==> config.mk <==
export PLATFORM = sky130hd
export DESIGN_NAME = alu_issue_seq
export DESIGN_NICKNAME = d
export VERILOG_FILES = /design/src/rtl/cpu_pkg.sv /design/src/rtl/alu_issue_seq_regfile.sv /design/src/rtl/alu_issue_seq.sv
export SDC_FILE = /design/constraint.sdc
export NUM_CORES = 1
export LEC_CHECK = 0
export BUFFER_PORTS_ARGS = -buffer_cell sky130_fd_sc_hd__clkbuf_2
export CAP_MARGIN = 0
export CORE_ASPECT_RATIO = 1.75
export CORE_UTILIZATION = 55
export CTS_CLUSTER_DIAMETER = 40
export DETAILED_ROUTE_END_ITERATION = 6
export HOLD_SLACK_MARGIN = 0.03
export PLACE_DENSITY = 0.83
export REMOVE_ABC_BUFFERS = 1
export SLEW_MARGIN = 15
export SYNTH_ARGS = -nofsm -noshare
export SYNTH_HDL_FRONTEND = slang
export SYNTH_SLANG_ARGS = --single-unit
export TNS_END_PERCENT = 100
==> constraint.sdc <==
create_clock -name clk -period 2.2 [get_ports clk]
set_input_delay 0.22 -clock clk [delete_from_list [all_inputs] [get_ports clk]]
set_output_delay 0.22 -clock clk [all_outputs]
set_load 0.03 [all_outputs]
==> src/rtl/cpu_pkg.sv <==
// Shared definitions for the 8-bit CPU control path: instruction classes,
// ALU opcodes, sequencer states and instruction field positions.
package cpu_pkg;

  localparam int INSTR_W = 10;

  localparam logic [1:0] CLS_ALU  = 2'b00;
  localparam logic [1:0] CLS_LDI  = 2'b01;
  localparam logic [1:0] CLS_OUT  = 2'b10;
  localparam logic [1:0] CLS_MISC = 2'b11;

  localparam logic [2:0] ALU_ADD = 3'd0;
  localparam logic [2:0] ALU_SUB = 3'd1;

  typedef enum logic [1:0] {
    ST_IDLE  = 2'd0,
    ST_ISSUE = 2'd1,
    ST_WAIT  = 2'd2,
    ST_EMIT  = 2'd3
  } seq_state_t;

  // Field positions within the 10-bit instruction word.
  localparam int CLS_HI    = 9;
  localparam int CLS_LO    = 8;
  localparam int OP_HI     = 7;
  localparam int OP_LO     = 5;
  localparam int ALU_RD_HI = 3;
  localparam int ALU_RD_LO = 2;
  localparam int RS_HI     = 1;
  localparam int RS_LO     = 0;
  localparam int LDI_RD_HI = 5;
  localparam int LDI_RD_LO = 4;
  localparam int IMM_HI    = 3;
  localparam int IMM_LO    = 0;

  function automatic logic [1:0] instr_cls(input logic [INSTR_W-1:0] w);
    return w[CLS_HI:CLS_LO];
  endfunction

endpackage

==> src/rtl/alu_issue_seq_regfile.sv <==
// Small register file for the ALU issue sequencer: two combinational read
// ports, one clocked write port, all entries cleared on reset.
module seq_regfile #(
  parameter int DATA_W = 4,
  parameter int NREGS  = 4,
  parameter int REG_AW = 2
) (
  input  logic              clk,
  input  logic              rst_n,
  input  logic              we,
  input  logic [REG_AW-1:0] waddr,
  input  logic [DATA_W-1:0] wdata,
  input  logic [REG_AW-1:0] raddr_a,
  output logic [DATA_W-1:0] rdata_a,
  input  logic [REG_AW-1:0] raddr_b,
  output logic [DATA_W-1:0] rdata_b
);

  logic [DATA_W-1:0] regs [NREGS];

  genvar gi;
  generate
    for (gi = 0; gi < NREGS; gi++) begin : g_reg
      logic [DATA_W-1:0] q_reg;

      always_ff @(posedge clk or negedge rst_n) begin
        if (!rst_n) begin
          q_reg <= '0;
        end else if (we && (waddr == REG_AW'(gi))) begin
          q_reg <= wdata;
        end
      end

      assign regs[gi] = q_reg;
    end
  endgenerate

  assign rdata_a = regs[raddr_a];
  assign rdata_b = regs[raddr_b];

endmodule

==> src/rtl/alu_issue_seq.sv <==
// ALU issue sequencer: decodes instructions, issues ALU ops, writes results
// back and emits register values. Optional zero flag / SKZ via ZERO_FLAG_EN.
module alu_issue_seq
  import cpu_pkg::*;
#(
  parameter int DATA_W  = 4,
  parameter int NREGS   = 4,
  parameter int ALU_LAT = 1
) (
  input  logic              clk,
  input  logic              rst_n,
  input  logic [9:0]        instr,
  input  logic              instr_valid,
  output logic              instr_ready,
  output logic              alu_en,
  output logic [2:0]        alu_opcode,
  output logic [DATA_W-1:0] alu_in_1,
  output logic [DATA_W-1:0] alu_in_2,
  input  logic [DATA_W-1:0] alu_result,
  output logic [DATA_W-1:0] res_data,
  output logic              res_valid,
  input  logic              res_ready,
  output logic              zero_flag
);

  localparam int REG_AW = $clog2(NREGS);
  localparam int CNT_W  = 2;

  seq_state_t        state_reg, state_next;
  logic [2:0]        op_reg, op_next;
  logic [DATA_W-1:0] in1_reg, in1_next;
  logic [DATA_W-1:0] in2_reg, in2_next;
  logic [REG_AW-1:0] rd_reg, rd_next;
  logic [CNT_W-1:0]  cnt_reg, cnt_next;
  logic [DATA_W-1:0] res_data_reg, res_data_next;

  logic              accept;
  logic              discard;
  logic              wb;
  logic [1:0]        cls;
  logic              rf_we;
  logic [REG_AW-1:0] rf_waddr;
  logic [DATA_W-1:0] rf_wdata;
  logic [REG_AW-1:0] rf_raddr_a, rf_raddr_b;
  logic [DATA_W-1:0] rf_rdata_a, rf_rdata_b;

  assign cls         = instr_cls(instr);
  assign instr_ready = (state_reg == ST_IDLE);
  assign accept      = instr_valid && instr_ready;
  assign wb          = (state_reg == ST_WAIT) && (cnt_reg == '0);
  assign rf_raddr_a  = REG_AW'(instr[ALU_RD_HI:ALU_RD_LO]);
  assign rf_raddr_b  = REG_AW'(instr[RS_HI:RS_LO]);

  seq_regfile #(
    .DATA_W(DATA_W),
    .NREGS (NREGS),
    .REG_AW(REG_AW)
  ) u_regfile (
    .clk    (clk),
    .rst_n  (rst_n),
    .we     (rf_we),
    .waddr  (rf_waddr),
    .wdata  (rf_wdata),
    .raddr_a(rf_raddr_a),
    .rdata_a(rf_rdata_a),
    .raddr_b(rf_raddr_b),
    .rdata_b(rf_rdata_b)
  );

  always_comb begin
    state_next    = state_reg;
    op_next       = op_reg;
    in1_next      = in1_reg;
    in2_next      = in2_reg;
    rd_next       = rd_reg;
    cnt_next      = cnt_reg;
    res_data_next = res_data_reg;
    rf_we         = 1'b0;
    rf_waddr      = rd_reg;
    rf_wdata      = alu_result;

    case (state_reg)
      ST_IDLE: begin
        if (accept && !discard) begin
          case (cls)
            CLS_ALU: begin
              op_next    = instr[OP_HI:OP_LO];
              in1_next   = rf_rdata_a;
              in2_next   = rf_rdata_b;
              rd_next    = REG_AW'(instr[ALU_RD_HI:ALU_RD_LO]);
              state_next = ST_ISSUE;
            end
            CLS_LDI: begin
              rf_we    = 1'b1;
              rf_waddr = REG_AW'(instr[LDI_RD_HI:LDI_RD_LO]);
              rf_wdata = DATA_W'(instr[IMM_HI:IMM_LO]);
            end
            CLS_OUT: begin
              res_data_next = rf_rdata_b;
              state_next    = ST_EMIT;
            end
            default: ;
          endcase
        end
      end
      ST_ISSUE: begin
        cnt_next   = CNT_W'(ALU_LAT - 1);
        state_next = ST_WAIT;
      end
      ST_WAIT: begin
        if (wb) begin
          rf_we      = 1'b1;
          state_next = ST_IDLE;
        end else begin
          cnt_next = cnt_reg - 1'b1;
        end
      end
      ST_EMIT: begin
        if (res_ready) state_next = ST_IDLE;
      end
      default: state_next = ST_IDLE;
    endcase
  end

  always_ff @(posedge clk or negedge rst_n) begin
    if (!rst_n) begin
      state_reg    <= ST_IDLE;
      op_reg       <= '0;
      in1_reg      <= '0;
      in2_reg      <= '0;
      rd_reg       <= '0;
      cnt_reg      <= '0;
      res_data_reg <= '0;
    end else begin
      state_reg    <= state_next;
      op_reg       <= op_next;
      in1_reg      <= in1_next;
      in2_reg      <= in2_next;
      rd_reg       <= rd_next;
      cnt_reg      <= cnt_next;
      res_data_reg <= res_data_next;
    end
  end

`ifdef ZERO_FLAG_EN
  logic zf_reg, zf_next;
  logic skip_reg, skip_next;

  // A pending skip swallows the next accepted instruction, whatever its class.
  always_comb begin
    zf_next   = zf_reg;
    skip_next = skip_reg;
    if (wb) zf_next = (alu_result == '0);
    if (accept) begin
      if (skip_reg) begin
        skip_next = 1'b0;
      end else if ((cls == CLS_MISC) && zf_reg) begin
        skip_next = 1'b1;
      end
    end
  end

  always_ff @(posedge clk or negedge rst_n) begin
    if (!rst_n) begin
      zf_reg   <= 1'b0;
      skip_reg <= 1'b0;
    end else begin
      zf_reg   <= zf_next;
      skip_reg <= skip_next;
    end
  end

  assign zero_flag = zf_reg;
  assign discard   = skip_reg;
`else
  assign zero_flag = 1'b0;
  assign discard   = 1'b0;
`endif

  assign alu_en     = (state_reg == ST_ISSUE);
  assign alu_opcode = op_reg;
  assign alu_in_1   = in1_reg;
  assign alu_in_2   = in2_reg;
  assign res_data   = res_data_reg;
  assign res_valid  = (state_reg == ST_EMIT);

endmodule

==> summary.txt, run 1 <==
Global route
  – Largest net degree at the start of global routing: 38
  – Total grt overflow: 0
  – First-pass GRT wire length: 6.147 mm
  – Total track usage: 0.2339
  – Initial antenna violation count: 0
  – Vias in the first global route: 1339

Pwr
  – Power share of the combinational group: 0.448
  – Clock power frac: 0.152
  – Leakage: 0.001016 uW
  – Switching share of power: 0.3880
  – NetSw: 1214 uW
  – Max VDD drop: between 800 and 900 uV
  – Internal power: 1915 uW
  – Share of power burned in registers: 0.399
  – Pwr Density: 1408 mW/mm^2

Placed design
  – DP Area: between 0.002 and 0.0025 mm^2
  – Final Wtd Congestion: 0.7697
  – DP Cell Count: 210
  – Port Buffers: 35
  – HPWL Detailed: 2.831 mm

Clocking
  – Clock tree buffer depth: 2
  – Setup bufs post-CTS: 0
  – Worst-path clk slew: 0.07 ns
  – CTS sink cnt: 37
  – Clock latency on the worst-skew pair: 0.29 ns
  – H-tree depth: 2
  – Hold buffers post-CTS: 0
  – Post_cts resized: 0
  – Total CTS buffers: 5
  – CTS tree: done
  – Root buf cell: clkbuf_8

Timing
  – Worst rel slew slack: 0.3950
  – Hold slack: ~0.049 ns
  – Period Utilization, post-route: 0.8401
  – Final setup TNS: 0 ns
  – Clock skew: roughly 0.0076 ns
  – Slew at the pin closest to its max-slew limit: a little over 0.9 ns
  – Setup violations, final: 0
  – Final hold violations: 0
  – Max Fclk: 541.1 MHz
  – RSZ-0062 raised after global routing: false
  – Fin crit period: ~1.8 ns
  – Max-slew violations: 0

Floorplan
  – Die height: 81.06 um
  – Initial Util: 0.5781
  – Die span in x: 47.18 um
  – Num rows: 28
  – Core area: 0.003398 mm^2
  – Num ports: 37
  – Die area: 0.003824 mm^2

Outcome
  – Status: finished, final reports clean

Cells and area
  – Final cell count without fillers: 217
  – Final instance area: 0.002222 mm^2
  – Final nets: 191
  – Largest register FFs: 16
  – Area growth syn-to-layout: 13.12%
  – N_diodes: 0
  – Share of cells above drive strength 1: 0.5872
  – Util after Layout: 0.6539

Min path
  – Worst Hold Class: primary input to async pin

Job
  – Number of max-cap violations: 0

Routing
  – ANT nets after route: 0
  – DR WL/cell: 17.41 um
  – Post-route DRC violation count: 0
  – Post-Route WL: 3.777 mm
  – Vias per std cell: 5.751
  – Initial DRC Count: 29
  – Vias after detailed routing: 1248
  – TritonRoute pass-1 iters: 5

Synthesis
  – Synth top cells by count: dfrtp_1 (37), mux2_2 (29), mux2_4 (8), mux4_2 (8)
  – Count leader, synth: dfrtp_1
  – Synth Register Bits: 37
  – Synth area leader: dfrtp_1
  – Top-area cell type share of the netlist area: 0.4713
  – Synth cell types: 38
  – Synthesized cell area: 0.001964 mm^2
  – Synth top area cells: dfrtp_1 (47%), mux2_2 (17%), mux4_2 (9.2%)
  – YS warnings: 0
  – Async S/R FF share, synth: 1.000
  – Mapped Avg Cell Area: ~14 um^2
  – Sequential area share after synthesis: 0.4713
  – Post-synth EDFFs: 0
  – Post-synth top flop: dfrtp_1
  – Synth Instances: 136

Worst setup path
  – Worst-path maximum fanout: 13
  – Req. time, crit path: 2.37 ns
  – CP Launch Type: flip-flop
  – Crit path kind: flip-flop to flip-flop
  – CP Capture Type: flip-flop
  – CP arrival: 2.02 ns
[area by class of cell]
class,instances,area (um^2)
fillers,265,1176
clock buffers,7,86.33
inverters,6,35.03
flip-flops and latches,37,925.9
repair buffers,35,175.2
multi-input cells,87,943.4
well taps,45,56.30
[cells in the final DEF, fill, tap and decap left out, drive strengths merged, types with 2 or more instances in the layout]
| cell type | count |
|---|---|
| a21o | 2 |
| a21oi | 6 |
| a22o | 2 |
| clkbuf | 42 |
| dfrtp | 37 |
| inv | 5 |
| mux2 | 37 |
| mux4 | 8 |
| nand2 | 7 |
| nor2b | 2 |
| nor3 | 2 |
| nor4 | 2 |
| o21ai | 4 |
[per-stage QoR]
step | power (uW) | setup slack [ns]
CTS | 3151 | 0.3355
global route | 3319 | 0.2643
global placement | 2598 | 0.4094
floorplan | 2286 | 0.5394
finish | 3129 | 0.3518
detailed placement | 2671 | 0.3480
[routing by layer]
metal	share of wire	wire length, um	vias to the layer above	global-route usage
li1	-	-	568	-
met1	0.39	1461	629	0.2615
met2	0.55	2096	41	0.3917
met3	0.037	138	10	0.06444
met4	0.021	80	0	0.1143
met5	0	0	-	0
[cell families after synthesis]
group,share of synthesized area
other,0.001909
multiplexers,0.3191
AO/OA/AOI/OAI,0.07390
adder cells (fa/ha/maj),0.006368
flip-flops,0.4713
buffers and inverters,0.04841
AND/OR/NAND/NOR,0.07899
[path summary, 6_finish.rpt]
path | startpoint | end | slack, ns | cells past startpoint
worst max-delay path | state_reg[0]$_DFFE_PN0P_ | alu_in_1[1]$_DFFE_PN0P_ | 0.35 | 5
worst min-delay path | rst_n | rd_reg[0]$_DFFE_PN0P_ | 0.05 | 1
worst max register to register | state_reg[0]$_DFFE_PN0P_ | alu_in_1[1]$_DFFE_PN0P_ | 0.35 | 5
worst min register to register | res_data[2]$_DFFE_PN0P_ | res_data[2]$_DFFE_PN0P_ | 0.51 | 1
max in group asynchronous | rst_n | u_regfile.g_reg[3].q_reg[1]$_DFFE_PN0P_ | 1.58 | 1
min in group clk | res_ready | state_reg[0]$_DFFE_PN0P_ | 0.13 | 2
[power groups by stage]
stage / Clock (uW) / Sequential [uW] / Combinational [uW]
after global placement: 0 / 1230 / 1370
after CTS: 488 / 1250 / 1420
after floorplan: 0 / 1480 / 811
final: 477 / 1250 / 1400
after detailed placement: 0 / 1260 / 1410
after global routing: 519 / 1300 / 1500
[critical path, stage by stage (launching register included)]
cell	delay, ns
dfrtp_1	0.50
or2_4	0.34
clkinv_8	0.08
nand2_2	0.07
nor2_4	0.33
mux2_2	0.40
No activity file was read; power rests on OpenSTA's default activity.
==> run 2: changes to the inputs <==
--- a/config.mk
+++ b/config.mk
@@ -8,11 +8,11 @@
 export BUFFER_PORTS_ARGS = -buffer_cell sky130_fd_sc_hd__clkbuf_2
 export CAP_MARGIN = 0
 export CORE_ASPECT_RATIO = 1.75
-export CORE_UTILIZATION = 55
+export CORE_UTILIZATION = 49
 export CTS_CLUSTER_DIAMETER = 40
 export DETAILED_ROUTE_END_ITERATION = 6
 export HOLD_SLACK_MARGIN = 0.03
-export PLACE_DENSITY = 0.83
+export PLACE_DENSITY = 0.79
 export REMOVE_ABC_BUFFERS = 1
 export SLEW_MARGIN = 15
 export SYNTH_ARGS = -nofsm -noshare
==> constraint.sdc (replaced) <==
create_clock -name clk -period 1.5 [get_ports clk]
set_input_delay 0.15 -clock clk [delete_from_list [all_inputs] [get_ports clk]]
set_output_delay 0.15 -clock clk [all_outputs]
set_load 0.03 [all_outputs]
==> summary.txt, run 2 (synthesized netlist as in run 1, its figures left out) <==
Outcome
  – Status: complete, but fails checks
  – Failing checks: negative setup slack

Cells and area
  – Share of cells above drive strength 1: 0.6649
  – Most common cell after layout, fill and taps aside: dfrtp_1
  – Largest register FFs: 16
  – Most frequent cells in the layout: dfrtp_1 (37), clkbuf_2 (32), mux2_4 (26)
  – Final nets: 212
  – Area growth syn-to-layout: 34.20%
  – Final instance area: 0.002636 mm^2
  – N_diodes: 0
  – Final cell count without fillers: 242

Pwr
  – Pwr Density: 2136 mW/mm^2
  – Max VDD drop: 1245 uV
  – Leakage: approximately 0.0012 uW

Global route
  – Largest net degree at the start of global routing: 38
  – Vias in the first global route: 1431
  – Total grt overflow: 0
  – First-pass GRT wire length: 7.113 mm
  – Total track usage: 0.2314
  – Initial antenna violation count: 0

Floorplan
  – Core area: 0.003866 mm^2
  – Num rows: 30
  – Num ports: 37
  – Die height: 85.76 um
  – Die area: 0.004276 mm^2
  – Die span in x: between 40 and 50 um
  – Initial Util: 0.5081

Timing
  – Hold slack: 0.09845 ns
  – Period Utilization, post-route: 1.093
  – Final hold violations: 0
  – Slew at the pin closest to its max-slew limit: roughly 0.55 ns
  – Clock skew: 0.005823 ns
  – Final WS setup: -0.1388 ns
  – Max-slew violations: 0
  – RSZ-0062 raised after global routing: true
  – Max Fclk: 610.2 MHz
  – Fin crit period: ~1.6 ns
  – Setup violations, final: 29
  – Final setup TNS: -3.334 ns
  – Worst rel slew slack: 0.6307

Placed design
  – HPWL Detailed: 3.157 mm
  – Final Wtd Congestion: approximately 0.8
  – DP Cell Count: roughly 230
  – Port Buffers: 35
  – DP Area: around 0.0023 mm^2
  – Setup WS pre-CTS: -0.1555 ns

Worst setup path
  – Critical path launch point: state_reg[1]$_DFFE_PN0P_
  – CP Capture Type: flip-flop
  – R2R Path Start: state_reg[1]$_DFFE_PN0P_
  – CP Launch Type: flip-flop
  – Req. time, crit path: 1.67 ns
  – Crit path kind: flip-flop to flip-flop
  – Worst-path maximum fanout: 5
  – R2R depth: 5
  – Reg2Reg Capture Point: u_regfile.g_reg[1].q_reg[1]$_DFFE_PN0P_
  – CP arrival: 1.81 ns
  – R2R Setup Slk: -0.14 ns

Routing
  – Vias after detailed routing: 1360
  – DR WL/cell: 19.46 um
  – TritonRoute pass-1 iters: 4
  – Post-Route WL: between 4 and 5 mm
  – ANT nets after route: 0
  – Vias per std cell: approximately 5.6
  – Initial DRC Count: 30
  – Post-route DRC violation count: 0

Min path
  – Hold path startpoint: res_ready
  – Worst hold path endpoint: state_reg[0]$_DFFE_PN0P_
  – Hold Crit Depth: 2
  – Worst Hold Class: primary input to flip-flop

Clocking
  – CTS tree: done
  – Worst-path clk slew: roughly 0.070 ns
  – Total CTS buffers: 5
  – H-tree depth: 2
  – CTS sink cnt: 37
  – Clock tree buffer depth: 2
  – Root buf cell: clkbuf_8
  – Clock latency on the worst-skew pair: 0.28 ns

Job
  – Number of max-cap violations: 0
## run 2: cell count changes in the layout (fill, tap and decap cells not counted), sizes merged
cell         previous run  this run
dlygate4sd3             0         1
clkinv                  1         2
inv                     5         6
clkbuf                 42        37
bufinv                  0         2
buf                     0        22
## run 2: area by class of cell
type | count | area [um^2]
Sequential cell | 37 | 925.9
Clock inverter | 3 | 65.06
Inverter | 6 | 35.03
Clock buffer | 5 | 68.82
Fill cell | 284 | 1230
Timing Repair Buffer | 55 | 381.6
Timing Repair inverter | 1 | 8.758
Multi-Input combinational cell | 87 | 1091
Tap cell | 48 | 60.06
## run 2: layer usage
| layer | GRT usage | vias to the layer above | part of all wire |
|---|---|---|---|
| li1 | - | 612 | - |
| met1 | 0.2432 | 706 | 0.39 |
| met2 | 0.4349 | 38 | 0.58 |
| met3 | 0.04255 | 4 | 0.023 |
| met4 | 0.09870 | 0 | 0.013 |
| met5 | 0 | - | 0 |
## run 2: worst max-delay path, cell delays in order (launching register included)
cell      delay (ns)
dfrtp_1         0.39
or2_4           0.34
clkinv_8        0.10
nand2_8         0.07
mux2_4          0.35
mux2_2          0.28
## run 2: stage by stage
stage,utilization,power [uW]
finish,0.6819,5631
global route,0.6819,5882
CTS,0.6586,5409
detailed placement,0.5858,4069
global placement,0.5858,3935
floorplan,-,3353
## run 2: timing repair
item                                    in CTS  in global routing
pin swaps                                    5                  3
hold buffers                                 1                  0
resized for setup                           26                 20
endpoints found under the hold margin       37                  0
buffers inserted                             3                  1
cloned                                       0                  1
endpoints found under the setup margin      32                 32
## run 2: how the worst max path moves through the flow
stage / end / slack, ns / cells past startpoint
after floorplan: alu_opcode[0]$_DFFE_PN0P_ / -0.16 / 5
after global placement: u_regfile.g_reg[0].q_reg[0]$_DFFE_PN0P_ / -0.09 / 4
after detailed placement: u_regfile.g_reg[0].q_reg[0]$_DFFE_PN0P_ / -0.16 / 4
after CTS: u_regfile.g_reg[0].q_reg[0]$_DFFE_PN0P_ / -0.11 / 4
after global routing: u_regfile.g_reg[0].q_reg[0]$_DFFE_PN0P_ / -0.16 / 4
final: u_regfile.g_reg[1].q_reg[1]$_DFFE_PN0P_ / -0.14 / 5
## run 2: where the power goes
| group | internal [uW] | switching, uW | leakage (uW) |
|---|---|---|---|
| combinational | 1410 | 1390 | 0.000721 |
| clock | 660 | 342 | 0.0000681 |
| sequential | 1480 | 354 | 0.000444 |
| total | 3550 | 2080 | 0.00123 |
